--- src/rtl/lock_code_tx.sv ---
// lock_code_tx
// Serial code transmitter driving the D input of a sequence-detecting lock.
// On an accepted start it captures a parallel code, sends a guard bit (1)
// followed by the code MSB-first, then watches the lock's L feedback for a
// bounded window. Timeouts trigger a resend of the captured code until the
// attempt budget is used up. One success or fail result per request.
//
// Ports:
//   clk      in   single clock, rising-edge
//   reset    in   asynchronous active-low reset
//   start    in   request, sampled only in IDLE
//   code     in   [CODE_LEN-1:0] code, captured when start is accepted
//   L        in   unlock feedback, sampled only in WAIT
//   D        out  serial data to the lock, idles at 1
//   busy     out  high in GUARD, SEND and WAIT
//   done     out  one-cycle pulse in DONE
//   success  out  result flag, held until next accepted start
//   fail     out  result flag, held until next accepted start
module lock_code_tx #(
    parameter int unsigned CODE_LEN  = 3,
    parameter int unsigned TIMEOUT   = 4,
    parameter int unsigned MAX_TRIES = 2
) (
    input  logic                clk,
    input  logic                reset,
    input  logic                start,
    input  logic [CODE_LEN-1:0] code,
    input  logic                L,
    output logic                D,
    output logic                busy,
    output logic                done,
    output logic                success,
    output logic                fail
);

    localparam int unsigned TW  = $clog2(TIMEOUT + 1);
    localparam int unsigned TRW = $clog2(MAX_TRIES + 1);
    localparam int unsigned BW  = $clog2(CODE_LEN + 1);

    typedef enum logic [2:0] {
        S_IDLE,
        S_GUARD,
        S_SEND,
        S_WAIT,
        S_DONE
    } state_t;

    state_t              state_q, state_d;
    logic [CODE_LEN-1:0] sh_q, sh_d;
    logic [CODE_LEN-1:0] code_q, code_d;
    logic [BW-1:0]       bit_q, bit_d;
    logic [TW-1:0]       timer_q, timer_d;
    logic [TRW-1:0]      tries_q, tries_d;
    logic                succ_q, succ_d;
    logic                fail_q, fail_d;
    logic [TW-1:0]       timer_inc;

    always_ff @(posedge clk or negedge reset) begin
        if (!reset) begin
            state_q <= S_IDLE;
            sh_q    <= '0;
            code_q  <= '0;
            bit_q   <= '0;
            timer_q <= '0;
            tries_q <= '0;
            succ_q  <= 1'b0;
            fail_q  <= 1'b0;
        end else begin
            state_q <= state_d;
            sh_q    <= sh_d;
            code_q  <= code_d;
            bit_q   <= bit_d;
            timer_q <= timer_d;
            tries_q <= tries_d;
            succ_q  <= succ_d;
            fail_q  <= fail_d;
        end
    end

    always_comb begin
        state_d   = state_q;
        sh_d      = sh_q;
        code_d    = code_q;
        bit_d     = bit_q;
        timer_d   = timer_q;
        tries_d   = tries_q;
        succ_d    = succ_q;
        fail_d    = fail_q;
        timer_inc = timer_q + TW'(1);

        case (state_q)
            S_IDLE: begin
                if (start) begin
                    state_d = S_GUARD;
                    sh_d    = code;
                    code_d  = code;
                    tries_d = '0;
                    timer_d = '0;
                    succ_d  = 1'b0;
                    fail_d  = 1'b0;
                end
            end
            S_GUARD: begin
                state_d = S_SEND;
                bit_d   = '0;
            end
            S_SEND: begin
                sh_d  = sh_q << 1;
                bit_d = bit_q + BW'(1);
                if (bit_q == BW'(CODE_LEN - 1)) begin
                    state_d = S_WAIT;
                    timer_d = '0;
                end
            end
            S_WAIT: begin
                // L wins over a simultaneous timeout in the last WAIT cycle.
                if (L) begin
                    succ_d  = 1'b1;
                    state_d = S_DONE;
                end else begin
                    timer_d = timer_inc;
                    if (timer_inc == TW'(TIMEOUT)) begin
                        tries_d = tries_q + TRW'(1);
                        if (int'(tries_q) + 1 < int'(MAX_TRIES)) begin
                            sh_d    = code_q;
                            timer_d = '0;
                            state_d = S_GUARD;
                        end else begin
                            fail_d  = 1'b1;
                            state_d = S_DONE;
                        end
                    end
                end
            end
            S_DONE: begin
                state_d = S_IDLE;
            end
            default: begin
                state_d = S_IDLE;
            end
        endcase
    end

    always_comb begin
        D       = (state_q == S_SEND) ? sh_q[CODE_LEN-1] : 1'b1;
        busy    = (state_q == S_GUARD) || (state_q == S_SEND) || (state_q == S_WAIT);
        done    = (state_q == S_DONE);
        success = succ_q;
        fail    = fail_q;
    end

endmodule

--- config.mk ---
export PLATFORM = sky130hd
export DESIGN_NAME = lock_code_tx
export DESIGN_NICKNAME = d
export VERILOG_FILES = /design/src/rtl/lock_code_tx.sv
export SDC_FILE = /design/constraint.sdc
export NUM_CORES = 1
export LEC_CHECK = 0
export CAP_MARGIN = 10
export CORE_MARGIN = 2
export CORE_UTILIZATION = 49
export DETAILED_ROUTE_END_ITERATION = 8
export GPL_TIMING_DRIVEN = 0
export MAX_ROUTING_LAYER = met4
export PLACE_DENSITY = 0.71
export REMOVE_ABC_BUFFERS = 1
export SLEW_MARGIN = 20
export SYNTH_ARGS = -nofsm -noshare
export SYNTH_HDL_FRONTEND = slang
export SYNTH_SLANG_ARGS = --single-unit
--- constraint.sdc ---
create_clock -name clk -period 3.7 [get_ports clk]
set_clock_uncertainty 0.1 [all_clocks]
set_input_delay 0.74 -clock clk [delete_from_list [all_inputs] [get_ports clk]]
set_output_delay 0.74 -clock clk [all_outputs]
set_load 0.05 [all_outputs]
==> impl_metrics.json, run 1 <==
{
  "post_drt_wl_per_cell_um": 13.3,
  "rows": 16,
  "p_int_mw": 0.512,
  "cp_top_family": "simple AND/OR/NAND/NOR gates",
  "syn-instance-count": 102,
  "core_mm2": 0.00196,
  "layout-drive-gt1-share_pct": 11.5,
  "cp_data_required_time_ps": 2860,
  "clock_sinks": 18,
  "ant_nets": 0,
  "total_leakage_power_nw": 0.514,
  "hold_depth": 1,
  "nNetsFinal": 125,
  "cpMaxStageDelayCell": "clkdlybuf4s50_1",
  "synth_edf_count": 0,
  "setup_viol_count_final": 0,
  "setup_tns_ps": 0,
  "finalCritPeriodShare_pct": 84.1,
  "synth_area_mm2": 0.00101,
  "ys_top_cells_by_area": "dfrtp_1, o21ai_0, mux2_2",
  "crit_fanout": 15,
  "insertedDiodeCount": 0,
  "synth_ff_type": "dfrtp_1",
  "synthDistinctLibCells": 37,
  "cts_hold_buf": 0,
  "peakVddDrop_uv": 332,
  "max_stage_delay_ps": 700,
  "ioPinCount": 12,
  "switching_share_pct": 42.0,
  "max_cap_viol_count": 0,
  "grt_first_pass_wirelength_um": 3100,
  "reg2reg_slack_ps": 1830,
  "clkPwrFrac_pct": 13.9,
  "htreeDepth": 1,
  "hold_path.class": "flip-flop to flip-flop",
  "rsz0062_at_grt": "no",
  "start_util_pct": 51.5,
  "hold_end": "tries_q[0]",
  "worst-setup-path-type": "flip-flop to output pin",
  "status": "finished clean",
  "dr.first_iter.drc_count": 21,
  "rr_worst_depth": 5,
  "cts_tree": "built",
  "hold_viol": 0,
  "cts_resized": 0,
  "final_max_slew_viol_count": 0,
  "die_x_um": 49.4,
  "crit_chain": "nand2b_1 -> or3_1 -> clkdlybuf4s50_1",
  "dr.pass1.iters": 4,
  "worstMarginPinSlew_ps": 829,
  "seqPwrFrac_pct": 39.5,
  "synth-seq-area-share_pct": 44.6,
  "grt_use_total_pct": 17.2,
  "drc_errors": 0,
  "holdWs_ps": 371,
  "clk_pin_slew_ps": 110,
  "combinationalPowerShare_pct": 46.6,
  "numCtsBuffers": 3,
  "yosysTopAreaCellShare_pct": 44.6,
  "grt_pass1_vias": 704,
  "crit_arrival_ps": 2270,
  "clk_latency_ps": 290,
  "clk_path_buf_depth": 2,
  "layout_min_cycle_time_ps": 3110,
  "die_area_mm2": 0.00244,
  "die_h_um": 49.4,
  "p_per_area_mw_per_mm2": 755,
  "vias": 758,
  "slew_headroom_pct": 44.6,
  "ys_warn_count": 0,
  "grt_antenna_before_repair": 0,
  "r2r_start": "timer_q[0]",
  "rr_endpoint": "sh_q[1]",
  "synth_seq_cells": 18,
  "overflow": 0,
  "min_from": "tries_q[0]",
  "place_hpwl_um": 1340,
  "grt_max_degree": 19,
  "area_delta_synth_final_pct": 15.5,
  "fin_util_pct": 59.5,
  "cts-root-buf": "clkbuf_4",
  "globalplace.congestion": 0.847,
  "vias_per_cell": 5.41,
  "async_reset_ff_share_pct": 100,
  "syn_area_per_cell_um2": 9.91,
  "post_cts_buffers": 0,
  "path_buf_inv": 1,
  "cp-end-kind": "output pin",
  "worstSetupStartpointType": "flip-flop",
  "drt-total-wl_um": 1870,
  "power_switching_mw": 0.370,
  "max_freq_mhz": 321,
  "portBuffers": 11,
  "yosysTopAreaCell": "dfrtp_1"
}
-- power groups by stage --
stage	Sequential [mW]	Clock, mW	Combinational (mW)
2_1_floorplan	0.351	0	0.292
3_3_place_gp	0.348	0	0.398
3_5_place_dp	0.352	0	0.413
4_1_cts	0.347	0.128	0.414
5_1_grt	0.362	0.134	0.454
6_report	0.348	0.123	0.411
-- cell type report --
cell class              instances  area, µm²
fillers                       188        795
multi-input cells              74        514
flip-flops and latches         18        450
repair buffers                 11        110
clock buffers                   4       36.3
well taps                      27       33.8
inverters                       6       22.5
-- flip-flops by register name, summed over array words and instances, names as in the netlist --
name / count
code_q: 3
sh_q: 3
state_q: 3
timer_q: 3
bit_q: 2
tries_q: 2
fail: 1
success: 1
-- logic make-up after synthesis --
| kind of cell | count (synthesis) | share of synthesized area (%) |
|---|---|---|
| AO/OA/AOI/OAI | 26 | 15.8 |
| XOR/XNOR | 1 | 0.866 |
| adder cells (fa/ha/maj) | 4 | 4.95 |
| buffers and inverters | 10 | 4.58 |
| flip-flops | 18 | 44.6 |
| multiplexers | 11 | 11.9 |
| AND/OR/NAND/NOR | 32 | 17.3 |
-- placed cells by master, fill, tap and decap left out, types with 2 or more instances in the layout --
cell | synthesis | final
o21bai_1 | 2 | 2
nand2b_1 | 2 | 2
inv_1 | 6 | 6
nor2_1 | 7 | 7
mux2_1 | 3 | 3
o21ai_0 | 13 | 13
and2_1 | 2 | 2
ha_1 | 4 | 4
nor3_2 | 2 | 2
clkbuf_4 | 0 | 3
clkdlybuf4s50_1 | 0 | 11
a21oi_1 | 2 | 2
mux2_2 | 5 | 5
dfrtp_1 | 18 | 18
nand2_1 | 8 | 8
nor3_1 | 2 | 2
mux2i_1 | 3 | 3
-- routing by layer --
layer,global-route usage [%],wire [µm],vias up,part of all wire [%]
met3,3.07,50,4,2.7
met5,-,0,-,0
met1,22.1,930,364,50
met4,11.1,35,0,1.9
li1,-,-,381,-
met2,24.8,850,9,46
-- synth_stat cells, drive strengths merged, types with 3 or more instances --
master and instances:
mux2i 3, o21ai 14, and2 4, nor2 7
buf 3, inv 6, nor3 4, nand2 8
mux2 8, dfrtp 18, ha 4
-- worst max-delay path by stage --
| stage | from | slack (ps) | depth (start not counted) | end |
|---|---|---|---|---|
| final | state_q[2] | 590 | 3 | D |
| after global routing | state_q[2] | 480 | 3 | D |
| after CTS | state_q[2] | 580 | 3 | D |
| after detailed placement | state_q[2] | 930 | 3 | D |
| after global placement | state_q[2] | 950 | 3 | D |
| after floorplan | state_q[0] | 1520 | 2 | busy |
-- stage by stage --
stage               total power, mW  instance area [µm²]  instances  setup WS [ps]
detailed placement            0.765                 1130        136            933
floorplan                     0.644                  987         98           1520
finish                        0.882                 1170        140            587
CTS                           0.889                 1170        140            580
global placement              0.747                 1130        136            952
global route                  0.950                 1170        140            482
-- worst register-to-register path: cells and delay by family (launching register included) --
kind	cells	cell delay, ps
and+or+nand+nor	1	110
DFF	1	430
muxes	1	330
AOI/OAI and AO/OA	1	370
xor gates and xnor gates	1	180
adders and majority gates	1	250
(Power assumes the default switching activity.)
==> run 2: changes to the inputs <==
clock period = 3 ns   (was 3.7 ns; I/O delays follow)
==> run 2 against run 1 <==
  * Core utilization grew 0.13 points
  * Count of clock-buffer cells in the layout is the same
  * Critical endpoint is now busy
  * Die area is the same
  * Total power grew 23%
  * Largest cell class unchanged
  * Sequential power grew 23%
  * Flip-flop and latch count is the same
  * Worst hold slack is the same
==> impl_metrics.json, run 2 (same netlist as run 1, synthesis figures left out) <==
{
  "status": "finished clean",
  "dr.first_iter.drc_count": 21,
  "worstMarginPinSlew_ps": 829,
  "fin_area_mm2": 0.00117,
  "fin_util_pct": 59.6,
  "setup_viol_count_final": 0,
  "final_max_slew_viol_count": 0,
  "post_cts_buffers": 0,
  "finalCritPeriodShare_pct": 92.7,
  "multi_input_area_um2": 514,
  "grt_max_degree": 19,
  "max_cap_viol_count": 0,
  "setup_tns_ps": 0,
  "crit_fanout": 15,
  "drc_errors": 0,
  "worst-setup-path-type": "flip-flop to output pin",
  "place_hpwl_um": 1340,
  "p_per_area_mw_per_mm2": 929,
  "crit_arrival_ps": 2080,
  "clk_latency_ps": 290,
  "seq_area_um2": 450,
  "clk_path_buf_depth": 2,
  "slew_headroom_pct": 44.6,
  "numCtsBuffers": 3,
  "layout_min_cycle_time_ps": 2780,
  "rows": 16,
  "rr_worst_depth": 5,
  "clk_pin_slew_ps": 110,
  "portBuffers": 11,
  "globalplace.congestion": 0.847,
  "peakVddDrop_uv": 410,
  "nNetsFinal": 125,
  "die_h_um": 49.4,
  "total_leakage_power_nw": 0.518,
  "ant_nets": 0,
  "layout-drive-gt1-share_pct": 11.5,
  "hold_viol": 0,
  "layout_common_cells": "dfrtp_1, o21ai_0, clkdlybuf4s50_1",
  "clock_sinks": 18,
  "grt_pass1_vias": 704,
  "core_mm2": 0.00196,
  "max_freq_mhz": 360,
  "post_drt_wl_per_cell_um": 13.4,
  "grt_first_pass_wirelength_um": 3100,
  "start_util_pct": 51.5,
  "hold_path.class": "flip-flop to flip-flop",
  "dr.pass1.iters": 4,
  "nFillCells": 187,
  "hold_depth": 1,
  "drt-total-wl_um": 1870,
  "placed_area_mm2": 0.00113,
  "cts_tree": "built",
  "cp-end-kind": "output pin",
  "htreeDepth": 1,
  "vias_per_cell": 5.41,
  "area_delta_synth_final_pct": 15.7,
  "grt_use_total_pct": 17.2,
  "rsz0062_at_grt": "no",
  "die_x_um": 49.4,
  "cts-root-buf": "clkbuf_4",
  "ioPinCount": 12,
  "cp_data_required_time_ps": 2300,
  "die_area_mm2": 0.00244,
  "worstSetupStartpointType": "flip-flop",
  "vias": 758,
  "final_common_cell": "dfrtp_1",
  "grt_antenna_before_repair": 0,
  "overflow": 0,
  "insertedDiodeCount": 0
}
-- run 2: what timing repair did --
item                       4_1_cts  5_1_grt
setup endpoints to repair        0        1
hold endpoints to repair         0        0
hold buffers                     0        0
resized for setup                0        1
-- run 2: stage by stage --
stage               worst slack (ps)  hold slack, ps  total power [mW]  cells
detailed placement               373             364             0.943    136
global route                     109             415              1.17    140
global placement                 392             369             0.921    136
CTS                             20.4             378              1.10    140
finish                           220             371              1.09    140
floorplan                        965             204             0.794     98
-- run 2: cell type report --
type / instances / area share (%)
inverter: 6 / 1.93
multi-input combinational: 74 / 44.0
timing repair buffer: 11 / 9.63
sequential: 18 / 38.5
tap: 27 / 2.89
clock buffer: 4 / 3.10
-- run 2: path summary, 6_finish.rpt --
path | slack (ps) | to | start
max | 220 | busy | state_q[0]
min | 370 | tries_q[0] | tries_q[0]
max reg2reg | 1130 | sh_q[1] | timer_q[0]
min reg2reg | 370 | tries_q[0] | tries_q[0]
max in group asynchronous | 1610 | timer_q[0] | reset
min in group asynchronous | 670 | bit_q[0] | reset
-- run 2: report_power, final --
group          internal [mW]  switching, mW
Combinational          0.226          0.280
Sequential             0.330         0.0990
Clock                 0.0739         0.0773
Total                  0.630          0.456
-- run 2: metal layers --
layer	part of all wire [%]	GRT usage (%)	vias to the layer above	routed length, µm
li1	-	-	381	-
met1	50	22.1	364	929
met2	46	24.8	9	851
met3	2.8	3.07	4	53
met4	1.9	11.1	0	35
met5	0	-	-	0
-- run 2: worst max-delay path: stages, from the launching register on --
cell and delay [ps]:
dfrtp_1 680, nor2_1 150, nor2_1 140, clkdlybuf4s50_1 820
==> run 3: changes to the inputs <==
CORE_UTILIZATION = 53   (was 49)
PLACE_DENSITY = 0.76   (was 0.71)
==> run 3 against run 2 <==
  * Via count shrank 3.3%
  * Routed wire length shrank 5.0%
  * Highest routed layer unchanged
  * Core utilization grew 6.5 points
  * Final cell count shrank 1.4%
==> impl_metrics.json, run 3 (same netlist as run 1, synthesis figures left out) <==
{
  "insertedDiodeCount": 0,
  "final_common_cell": "dfrtp_1",
  "numCtsBuffers": 3,
  "grt_max_degree": 19,
  "layout_min_cycle_time_ps": 2760,
  "crit_chain": "nor2_1 -> nor2_1 -> clkdlybuf4s50_1",
  "setup_ws_ps": 244,
  "nFillCells": 153,
  "globalplace.congestion": 0.843,
  "core_mm2": 0.00176,
  "cts_tree": "built",
  "finalCritPeriodShare_pct": 91.9,
  "path_buf_inv": 1,
  "r2r_start": "timer_q[0]",
  "max_cap_viol_count": 0,
  "hold_path.class": "flip-flop to flip-flop",
  "start_util_pct": 57.3,
  "overflow": 0,
  "post_drt_wl_per_cell_um": 12.9,
  "rows": 15,
  "grt_first_pass_wirelength_um": 3020,
  "grt_use_total_pct": 19.3,
  "die_x_um": 47.7,
  "cts-root-buf": "clkbuf_4",
  "peakVddDrop_uv": 465,
  "die_h_um": 47.7,
  "grt_pass1_vias": 677,
  "vias": 733,
  "ioPinCount": 12,
  "max_freq_mhz": 363,
  "cp-end-kind": "output pin",
  "crit_arrival_ps": 2060,
  "fin_util_pct": 66.2,
  "portBuffers": 11,
  "clk_pin_slew_ps": 110,
  "max_stage_delay_ps": 820,
  "crit_fanout": 15,
  "cpMaxStageDelayCell": "clkdlybuf4s50_1",
  "total_leakage_power_nw": 0.518,
  "dr.pass1.iters": 4,
  "place_hpwl_um": 1320,
  "cts_hold_buf": 0,
  "die_area_mm2": 0.00227,
  "min_from": "tries_q[0]",
  "area_delta_synth_final_pct": 15.5,
  "layout-drive-gt1-share_pct": 11.5,
  "clk_latency_ps": 290,
  "grt_antenna_before_repair": 0,
  "path_common_cell": "nor2_1",
  "clock_sinks": 18,
  "hold_viol": 0,
  "dr.first_iter.drc_count": 12,
  "drc_errors": 0,
  "htreeDepth": 1,
  "clk_path_buf_depth": 2,
  "drt-total-wl_um": 1780,
  "status": "finished clean",
  "setup_tns_ps": 0,
  "pre_cts_slack_ps": 393,
  "p_per_area_mw_per_mm2": 924,
  "slew_headroom_pct": 47.4,
  "nNetsFinal": 125,
  "ant_nets": 0,
  "cp_data_required_time_ps": 2300,
  "cp_top_family": "buffers and inverters",
  "vias_per_cell": 5.31,
  "worstMarginPinSlew_ps": 786,
  "final_max_slew_viol_count": 0,
  "holdWs_ps": 389,
  "setup_viol_count_final": 0,
  "layout_common_cells": "dfrtp_1, o21ai_0, clkdlybuf4s50_1",
  "rsz0062_at_grt": "no",
  "worstSetupStartpointType": "flip-flop",
  "setup.worst_path.start": "state_q[0]",
  "worst-setup-path-type": "flip-flop to output pin"
}
==> run 3: cell counts in the layout (fill, tap and decap cells not counted) <==
No cell type changed its count.
==> run 3: area by class of cell <==
cell class	instances	area [µm²]	share of cell area, %
sequential	18	450	38.6
clock buffer	4	36.3	3.11
tap	25	31.3	2.68
inverter	6	22.5	1.93
multi-input combinational	74	514	44.1
timing repair buffer	11	113	9.65
==> run 3: path summary, 6_finish.rpt <==
path	slack (ps)	endpoint	cells past startpoint
max	240	busy	3
min	390	tries_q[0]	1
max reg2reg	1130	sh_q[2]	5
min reg2reg	390	tries_q[0]	1
max in group asynchronous	1650	code_q[0]	1
min in group asynchronous	660	bit_q[0]	1
==> run 3: through the flow <==
stage,power (mW),cells,cell area (µm²)
floorplan,0.794,98,987
finish,1.08,138,1170
global route,1.17,138,1170
detailed placement,0.942,134,1130
CTS,1.09,138,1160
global placement,0.916,134,1130
==> run 3: per-layer routing <==
| layer | global-route usage (%) | wire length, µm | up-vias |
|---|---|---|---|
| li1 | - | - | 382 |
| met5 | - | 0 | - |
| met2 | 29.5 | 864 | 5 |
| met1 | 26.7 | 849 | 344 |
| met3 | 2.26 | 49 | 2 |
| met4 | 6.49 | 12 | 0 |
==> run 3: report_power, final <==
| part | internal, mW | total, mW | switching, mW |
|---|---|---|---|
| registers | 0.330 | 0.429 | 0.0991 |
| clock network | 0.0738 | 0.149 | 0.0755 |
| logic | 0.226 | 0.500 | 0.274 |
| total | 0.630 | 1.08 | 0.449 |
==> run 3: timing repair <==
| action | 4_1_cts | 5_1_grt |
|---|---|---|
| gates resized for setup | 0 | 1 |
| setup buffers | 0 | 0 |
| endpoints found under the setup margin | 0 | 1 |
